$ cat config.mk
export PLATFORM = sky130hd
export DESIGN_NAME = enemy_fire_scheduler
export DESIGN_NICKNAME = d
export VERILOG_FILES = /design/src/rtl/enemy_fire_scheduler_pkg.sv /design/src/rtl/enemy_fire_scheduler_rr_pick.sv /design/src/rtl/enemy_fire_scheduler.sv
export SDC_FILE = /design/constraint.sdc
export NUM_CORES = 1
export LEC_CHECK = 0
export BUFFER_PORTS_ARGS = -buffer_cell sky130_fd_sc_hd__buf_2
export CORE_MARGIN = 4
export CORE_UTILIZATION = 30
export DETAILED_ROUTE_END_ITERATION = 12
export PLACE_DENSITY = 0.64
export SLEW_MARGIN = 15
export SYNTH_ARGS = -nofsm -noshare
export SYNTH_HDL_FRONTEND = slang
export SYNTH_HIERARCHICAL = 1
export SYNTH_SLANG_ARGS = --single-unit
$ cat constraint.sdc
create_clock -name Clk -period 3.53 [get_ports Clk]
set_input_delay 0.353 -clock Clk [delete_from_list [all_inputs] [get_ports Clk]]
set_output_delay 0.353 -clock Clk [all_outputs]
set_load 0.1 [all_outputs]
$ cat src/rtl/enemy_fire_scheduler_pkg.sv
// Shared types and defaults for the enemy fire scheduler slice.
package enemy_fire_pkg;

  // Scheduler operating mode.
  typedef enum logic [1:0] {
    OFF    = 2'd0,
    ACTIVE = 2'd1,
    DRAIN  = 2'd2
  } fire_state_t;

  localparam int N_REQ_DEFAULT    = 4;
  localparam int N_SLOT_DEFAULT   = 3;
  localparam int COOLDOWN_DEFAULT = 30;
  localparam int COORD_W          = 10;

endpackage

$ cat src/rtl/enemy_fire_scheduler_rr_pick.sv
// Combinational round-robin finder: first set bit of elig at or after ptr, with wrap.
module rr_pick #(
  parameter int N = 4,
  localparam int W = (N > 1) ? $clog2(N) : 1
) (
  input  logic [N-1:0] elig,
  input  logic [W-1:0] ptr,
  output logic         valid,
  output logic [W-1:0] idx
);

  localparam logic [W:0] N_V = (W + 1)'(N);

  logic [N-1:0] rot;
  logic [W-1:0] off_sel;
  logic [W:0]   sum;

  // Rotate the request vector so bit 0 is the candidate at the pointer.
  always_comb begin
    rot = '0;
    for (int k = 0; k < N; k++) begin
      rot[k] = elig[(int'(ptr) + k) % N];
    end
  end

  // Lowest set bit of the rotated vector wins; scan high to low so the last hit is lowest.
  always_comb begin
    valid   = 1'b0;
    off_sel = '0;
    for (int k = N - 1; k >= 0; k--) begin
      if (rot[k]) begin
        valid   = 1'b1;
        off_sel = k[W-1:0];
      end
    end
  end

  // Undo the rotation: index = (ptr + offset) mod N.
  always_comb begin
    sum = {1'b0, ptr} + {1'b0, off_sel};
    if (sum >= N_V) begin
      sum = sum - N_V;
    end
    idx = sum[W-1:0];
  end

endmodule

$ cat src/rtl/enemy_fire_scheduler.sv
// Shares enemy bullet slots among enemy planes with round-robin arbitration
// and a per-plane refire cooldown counted in frames.
module enemy_fire_scheduler
  import enemy_fire_pkg::*;
#(
  parameter int N_REQ    = N_REQ_DEFAULT,
  parameter int N_SLOT   = N_SLOT_DEFAULT,
  parameter int COOLDOWN = COOLDOWN_DEFAULT,
  parameter int CW       = 6
) (
  input  logic                      Clk,
  input  logic                      Reset_n,
  input  logic                      frame_clk,
  input  logic                      enable,
  input  logic [N_REQ-1:0]          launch_req,
  input  logic [N_REQ*COORD_W-1:0]  req_x,
  input  logic [N_REQ*COORD_W-1:0]  req_y,
  input  logic [N_SLOT-1:0]         slot_done,
  output logic [N_REQ-1:0]          launch_grant,
  output logic [N_SLOT-1:0]         slot_fire,
  output logic [N_SLOT*COORD_W-1:0] slot_x,
  output logic [N_SLOT*COORD_W-1:0] slot_y,
  output logic [N_SLOT-1:0]         slot_busy,
  output logic                      busy_all
);

  localparam int RW = (N_REQ > 1) ? $clog2(N_REQ) : 1;
  localparam int SW = (N_SLOT > 1) ? $clog2(N_SLOT) : 1;

  fire_state_t          state_reg, state_next;
  logic                 arb_en;
  logic                 frame_cur_reg, frame_prev_reg, tick;
  logic [RW-1:0]        rr_ptr_reg;
  logic [CW-1:0]        cooldown_reg [N_REQ];
  logic [COORD_W-1:0]   req_x_arr [N_REQ];
  logic [COORD_W-1:0]   req_y_arr [N_REQ];
  logic [COORD_W-1:0]   slot_x_reg [N_SLOT];
  logic [COORD_W-1:0]   slot_y_reg [N_SLOT];
  logic [N_REQ-1:0]     launch_grant_reg;
  logic [N_SLOT-1:0]    slot_fire_reg, slot_busy_reg;
  logic [N_REQ-1:0]     eligible;
  logic                 req_valid, slot_valid, grant_go;
  logic [RW-1:0]        win_idx;
  logic [SW-1:0]        slot_idx;

  genvar gi;
  generate
    for (gi = 0; gi < N_REQ; gi++) begin : g_req
      assign req_x_arr[gi] = req_x[gi*COORD_W +: COORD_W];
      assign req_y_arr[gi] = req_y[gi*COORD_W +: COORD_W];
      assign eligible[gi]  = launch_req[gi] && (cooldown_reg[gi] == '0);
    end
    for (gi = 0; gi < N_SLOT; gi++) begin : g_slot
      assign slot_x[gi*COORD_W +: COORD_W] = slot_x_reg[gi];
      assign slot_y[gi*COORD_W +: COORD_W] = slot_y_reg[gi];
    end
  endgenerate

  rr_pick #(.N(N_REQ)) u_req_pick (
    .elig  (eligible),
    .ptr   (rr_ptr_reg),
    .valid (req_valid),
    .idx   (win_idx)
  );

  // Slot choice reuses the same finder with the pointer pinned to 0 (lowest free slot).
  rr_pick #(.N(N_SLOT)) u_slot_pick (
    .elig  (~slot_busy_reg),
    .ptr   ('0),
    .valid (slot_valid),
    .idx   (slot_idx)
  );

  assign tick     = frame_cur_reg & ~frame_prev_reg;
  assign grant_go = arb_en && req_valid && slot_valid;

  // FSM state register.
  always_ff @(posedge Clk) begin
    if (!Reset_n) state_reg <= OFF;
    else          state_reg <= state_next;
  end

  // FSM next-state: DRAIN waits for every live bullet to retire before going OFF.
  always_comb begin
    state_next = state_reg;
    case (state_reg)
      OFF:     if (enable) state_next = ACTIVE;
      ACTIVE:  if (!enable) state_next = DRAIN;
      DRAIN:   if (enable) state_next = ACTIVE;
               else if (slot_busy_reg == '0) state_next = OFF;
      default: state_next = OFF;
    endcase
  end

  // FSM output: arbitration only runs while ACTIVE.
  always_comb begin
    arb_en = (state_reg == ACTIVE);
  end

  // Frame clock synchroniser/edge detector and round-robin pointer.
  always_ff @(posedge Clk) begin
    if (!Reset_n) begin
      frame_cur_reg  <= 1'b0;
      frame_prev_reg <= 1'b0;
      rr_ptr_reg     <= '0;
    end else begin
      frame_cur_reg  <= frame_clk;
      frame_prev_reg <= frame_cur_reg;
      if (grant_go) begin
        rr_ptr_reg <= (win_idx == RW'(N_REQ - 1)) ? '0 : win_idx + 1'b1;
      end
    end
  end

  // Cooldowns: a grant reload beats a same-cycle frame decrement for the winner.
  always_ff @(posedge Clk) begin
    for (int i = 0; i < N_REQ; i++) begin
      if (!Reset_n) begin
        cooldown_reg[i] <= '0;
      end else if (grant_go && win_idx == RW'(i)) begin
        cooldown_reg[i] <= CW'(COOLDOWN);
      end else if (tick && cooldown_reg[i] != '0) begin
        cooldown_reg[i] <= cooldown_reg[i] - 1'b1;
      end
    end
  end

  // Grant/fire strobes, slot ownership and latched start coordinates.
  always_ff @(posedge Clk) begin
    if (!Reset_n) begin
      launch_grant_reg <= '0;
      slot_fire_reg    <= '0;
      slot_busy_reg    <= '0;
      for (int k = 0; k < N_SLOT; k++) begin
        slot_x_reg[k] <= '0;
        slot_y_reg[k] <= '0;
      end
    end else begin
      for (int i = 0; i < N_REQ; i++) begin
        launch_grant_reg[i] <= grant_go && (win_idx == RW'(i));
      end
      for (int k = 0; k < N_SLOT; k++) begin
        slot_fire_reg[k] <= grant_go && (slot_idx == SW'(k));
        if (grant_go && slot_idx == SW'(k)) begin
          slot_busy_reg[k] <= 1'b1;
          slot_x_reg[k]    <= req_x_arr[win_idx];
          slot_y_reg[k]    <= req_y_arr[win_idx];
        end else if (slot_done[k]) begin
          slot_busy_reg[k] <= 1'b0;
        end
      end
    end
  end

  assign launch_grant = launch_grant_reg;
  assign slot_fire    = slot_fire_reg;
  assign slot_busy    = slot_busy_reg;
  assign busy_all     = &slot_busy_reg;

endmodule

# Word level (Yosys, flattened, before mapping)
# Memories as Yosys holds them, arrays and structs flattened.
# Index checks and enable logic that the tools add are counted.
# W data, S select, Z words.
# classes
n_reduce_logical	37
magnitude_cmp	7
eq_ne	10
add_sub_neg	11
mux	97
bitwise	21
# op_table
op	count
$mux W10	10
$mux W1	58
$mux W6	8
$bmux W10 S2	2
$mux W2	14
$logic_not A6 Y1	4
$reduce_bool A6 Y1	4
$sub A6 B1 Y6 const B	4
$logic_and A1 B1 Y1	17
$or A1 B1 Y1	14
$lt A3 B4 Y1 const B	3
$bmux W1 S2	4
$eq A2 B2 Y1 const B	4
$eq A2 B1 Y1 const B	3
$ge A3 B3 Y1 const B	2
$logic_not A2 Y1	3
$pmux W2 S3	1
$reduce_and A3 Y1	2
$reduce_bool A2 Y1	3
$reduce_or A2 Y1	3
$add A2 B1 Y2 const B	2
$add A2 B2 Y2 const B	2
$ne A2 B2 Y1 const B	2
$add A2 B2 Y3	1
other kinds (11)	13
# word_totals
memories	3
out_inout_bits	71
input_bits	91
reg_bits	16
mem_bits_rw	84
word_cells	195
# mem_list
name	depth	width	rd	rd_clocked_by_memory_dff	write_ports	line_no	rtl
slot_x_reg	3	10	3	0	3	enemy_fire_scheduler.sv:37	logic [COORD_W-1:0] slot_x_reg [N_SLOT];
slot_y_reg	3	10	3	0	3	enemy_fire_scheduler.sv:38	logic [COORD_W-1:0] slot_y_reg [N_SLOT];
cooldown_reg	4	6	4	0	4	enemy_fire_scheduler.sv:34	logic [CW-1:0] cooldown_reg [N_REQ];

# Logic depth before layout (Yosys ltp)
# logic_depth
depth_word	20
depth_mapped	17
mapped_depth_nobuf	16

# Modules after synthesis
# Netlist, hierarchy kept.
# by_module_without_submodules
mod	area_each_um2	seq_area_each_um2	cells_each	n_inst
enemy_fire_scheduler	4430.5	2842.7	303	1
rr_pick at u_slot_pick	220.2	0.0	26	1
rr_pick at u_req_pick	166.4	0.0	25	1

# Worst setup path before layout
# OpenSTA, ideal clock, no wires.
# synth_timing
path_type	register -> register
startpoint	reg slot_busy_reg[1] (netlist: slot_busy[1])
endpoint	mem slot_x_reg[1][0] (netlist: slot_x_reg[0][10]), enable pin
setup_ns	0.425
path_buffers	0
synth_period_minus_slack_ns	4.610
required_time_ns	3.105
stages_incl_launch_ff	11
arrival_ns	4.185
slack_ns	-1.080
cell_sequence	dfxtp_1 > inv_1 > nand2_1 > o22a_1 > nand3b_1 > fa_1 > inv_1 > ha_1 > o21a_1 > nand2b_1 > o21ai_0
# synth_rtl
item	line_no	rtl
start: declaration	enemy_fire_scheduler.sv:40	logic [N_SLOT-1:0] slot_fire_reg, slot_busy_reg;
start signal: assignment	enemy_fire_scheduler.sv:133	slot_busy_reg <= '0;
start signal: indexed assignment	enemy_fire_scheduler.sv:145	slot_busy_reg[k] <= 1'b1;
start signal: indexed assignment	enemy_fire_scheduler.sv:149	slot_busy_reg[k] <= 1'b0;
end: declaration	enemy_fire_scheduler.sv:37	

==> results.toml <==
[logic_synthesis]
synth_area_sq_um = 4820
synth.avg_cell_area_sq_um = 13.6
yosys-top-cells-area = "edfxtp_1 (52%), mux4_2 (9.4%), dfxtp_1 (6.6%), ha_1 (3.9%), xnor2_1 (2.5%)"
yosys_warnings = 6
synth.top_cell.area_share = 0.524
ys_ff_latch = 100
async_flop_share = 0
yosysTopAreaCell = "edfxtp_1"
synth-edff-count = 84
ys_types = 48
yosysSeqAreaShare = 0.590
synth_flop_cell = "edfxtp_1"
synthCells = 354

[global_route]
antenna_found_initial = 1
grt_max_degree = 24
grt_use_total = 0.132
grt_first_pass_wirelength_microns = 18600
grt_pass1_vias = 3693
grt_overflow = 0

[cells_and_area]
drive_above_1_share = 0.446
fin_util = 0.404
layout_commonest_cell = "buf_2"
layout_common_cells = "buf_2 (161), edfxtp_1 (84), inv_1 (30)"
diodes = 0
area_growth_pct = 32.8
nets = 647

[critical_path]
cp_max_fo = 10
worstReg2RegEnd = "slot_y_reg[0][16]"
r2r_cells = 12
cp.depth = 12
cp.required_ns = 3.63
crit_buf_inv = 2
cpPeakStageDelay_ns = 0.45
worstPathArrival_ns = 3.43
crit_family = "simple AND/OR/NAND/NOR gates"
startpoint = "cooldown_reg[0][3]"
end_kind = "flip-flop"
crit_path_cell_trace = "or3_4 -> nor3_2 -> buf_4 -> a2bb2oi_1 -> o211ai_1 -> o21a_1 -> ha_1 -> xnor2_2 -> xnor2_2 -> buf_4 -> mux4_2 -> and2b_1"
endpoint = "slot_y_reg[0][16]"
worstSetupPathType = "flip-flop to flip-flop"
critPathSlowestCell = "edfxtp_1"
r2r_setup_slack_ns = 0.21
reg2reg_from = "cooldown_reg[0][3]"
cp-start-kind = "flip-flop"

[timing]
fin_ws_ns = 0.207
fmax_mhz = 301
timing.final.crit_share = 0.941
slew_viol_final = 0
setup_violations = 0
layout_min_cycle_time_ns = 3.32
final.setup_skew_ns = 0.00821
hold_viol = 0

[floorplanning]
io_pins = 162
die_w_microns = 135
rows = 46
core-area_sq_um = 15800
die_h_microns = 135
die_area_sq_um = 18100
initial_core_util = 0.304

[clocking]
cts.sinks = 100
cts_made_buffers = 9
clk_pin_slew_ns = 0.08
cts_buffer_depth = 2
postCtsHoldBufs = 0
clk_latency_ns = 0.36
htreeDepth = 3
cts_tree = "built"
cts_root_buf = "clkbuf_16"

[pwr]
power_density_nw_per_um2 = 479
ir_drop_uv = 226
power_uw = 3060
leakage_uw = 0.00265

[job]
cap_viol_max_count = 0

[detailed_routing]
drt_iter0_markers = 213
wire_per_inst_microns = 15.8
avgViaCountPerCell = 4.63
remaining_drc_errors = 0
postRouteAntennaNets = 0
wl_microns = 12000
dr.pass1.iters = 4
via_count = 3521

[placed_design]
gp_congestion = 0.806
place_ws_ns = 0.135
place.port_buffers = 161
dp_hpwl_microns = 9150

[outcome]
status = "complete, no violations"

[hold_path]
holdCritPathClass = "input port to flip-flop"
[stage by stage]
stage	cell area [sq um]	instances	TNS, ns	hold WS (ns)
final	6400	761	0	0.201
after global routing	6400	761	-0.00352	0.206
after CTS	6340	758	0	0.189
after detailed placement	6040	742	0	0.441
after global placement	6040	742	0	0.438
after floorplan	4860	359	0	0.427
[report_power, final]
group	switching, uW	total, uW	internal [uW]
logic	464	694	230
clock network	489	993	504
registers	32.4	1370	1340
total	985	3060	2080
[Yosys cell counts (all sizes together) (2+ instances only)]
master  number
and2b        4
mux2i        3
or4          4
nand3b       2
inv         30
o211ai       5
o22a         3
edfxtp      84
a21boi       3
nor2b       19
nand2b       9
ha          15
o221ai       4
a21oi        9
o21ai       22
clkbuf       7
dfxtp       16
and2         4
buf          5
xnor2       14
nand3        7
nor3b        5
nor2         9
o21a         2
o22ai        3
o31ai        4
or3          5
nand2       14
mux4        20
nor3        11
[cells by family after synthesis]
| group | count (synthesis) | share of synthesized area |
|---|---|---|
| xor+xnor | 14 | 0.0255 |
| flops | 100 | 0.590 |
| other cells | 1 | 0.000778 |
| simple gates | 98 | 0.124 |
| fa+ha+maj | 16 | 0.0431 |
| compound gates | 59 | 0.0797 |
| mux | 24 | 0.103 |
| buf+inv | 42 | 0.0338 |
[how the worst min path moves through the flow]
| stage | endpoint | slack, ns | from | cells after the start |
|---|---|---|---|---|
| after floorplan | frame_prev_reg | 0.43 | frame_cur_reg | 1 |
| after global placement | frame_prev_reg | 0.44 | frame_cur_reg | 1 |
| after detailed placement | frame_prev_reg | 0.44 | frame_cur_reg | 1 |
| after CTS | frame_cur_reg | 0.19 | frame_clk | 2 |
| after global routing | frame_cur_reg | 0.21 | frame_clk | 2 |
| final | frame_cur_reg | 0.20 | frame_clk | 2 |
[area by class of cell]
cell class                 count  area (sq um)
clock buffer                   9           225
clock inverter                 7          75.1
fill                        1478          9430
inverter                      30           113
multi-input combinational    217          1890
sequential                   100          2850
tap                          216           270
timing repair buffer         182           976
[metal layers]
| metal | GRT usage | vias up | share of wire |
|---|---|---|---|
| met5 | 0 | - | 0.0011 |
| met4 | 0.0537 | 2 | 0.023 |
| met3 | 0.0380 | 18 | 0.079 |
| met2 | 0.234 | 128 | 0.52 |
| met1 | 0.148 | 1685 | 0.38 |
| li1 | - | 1688 | - |
[what timing repair did]
action,4_1_cts,5_1_grt
endpoints found under the setup margin,0,49
gates resized for setup,0,7
setup buffers,0,3
No activity file was read; power rests on OpenSTA's default activity.
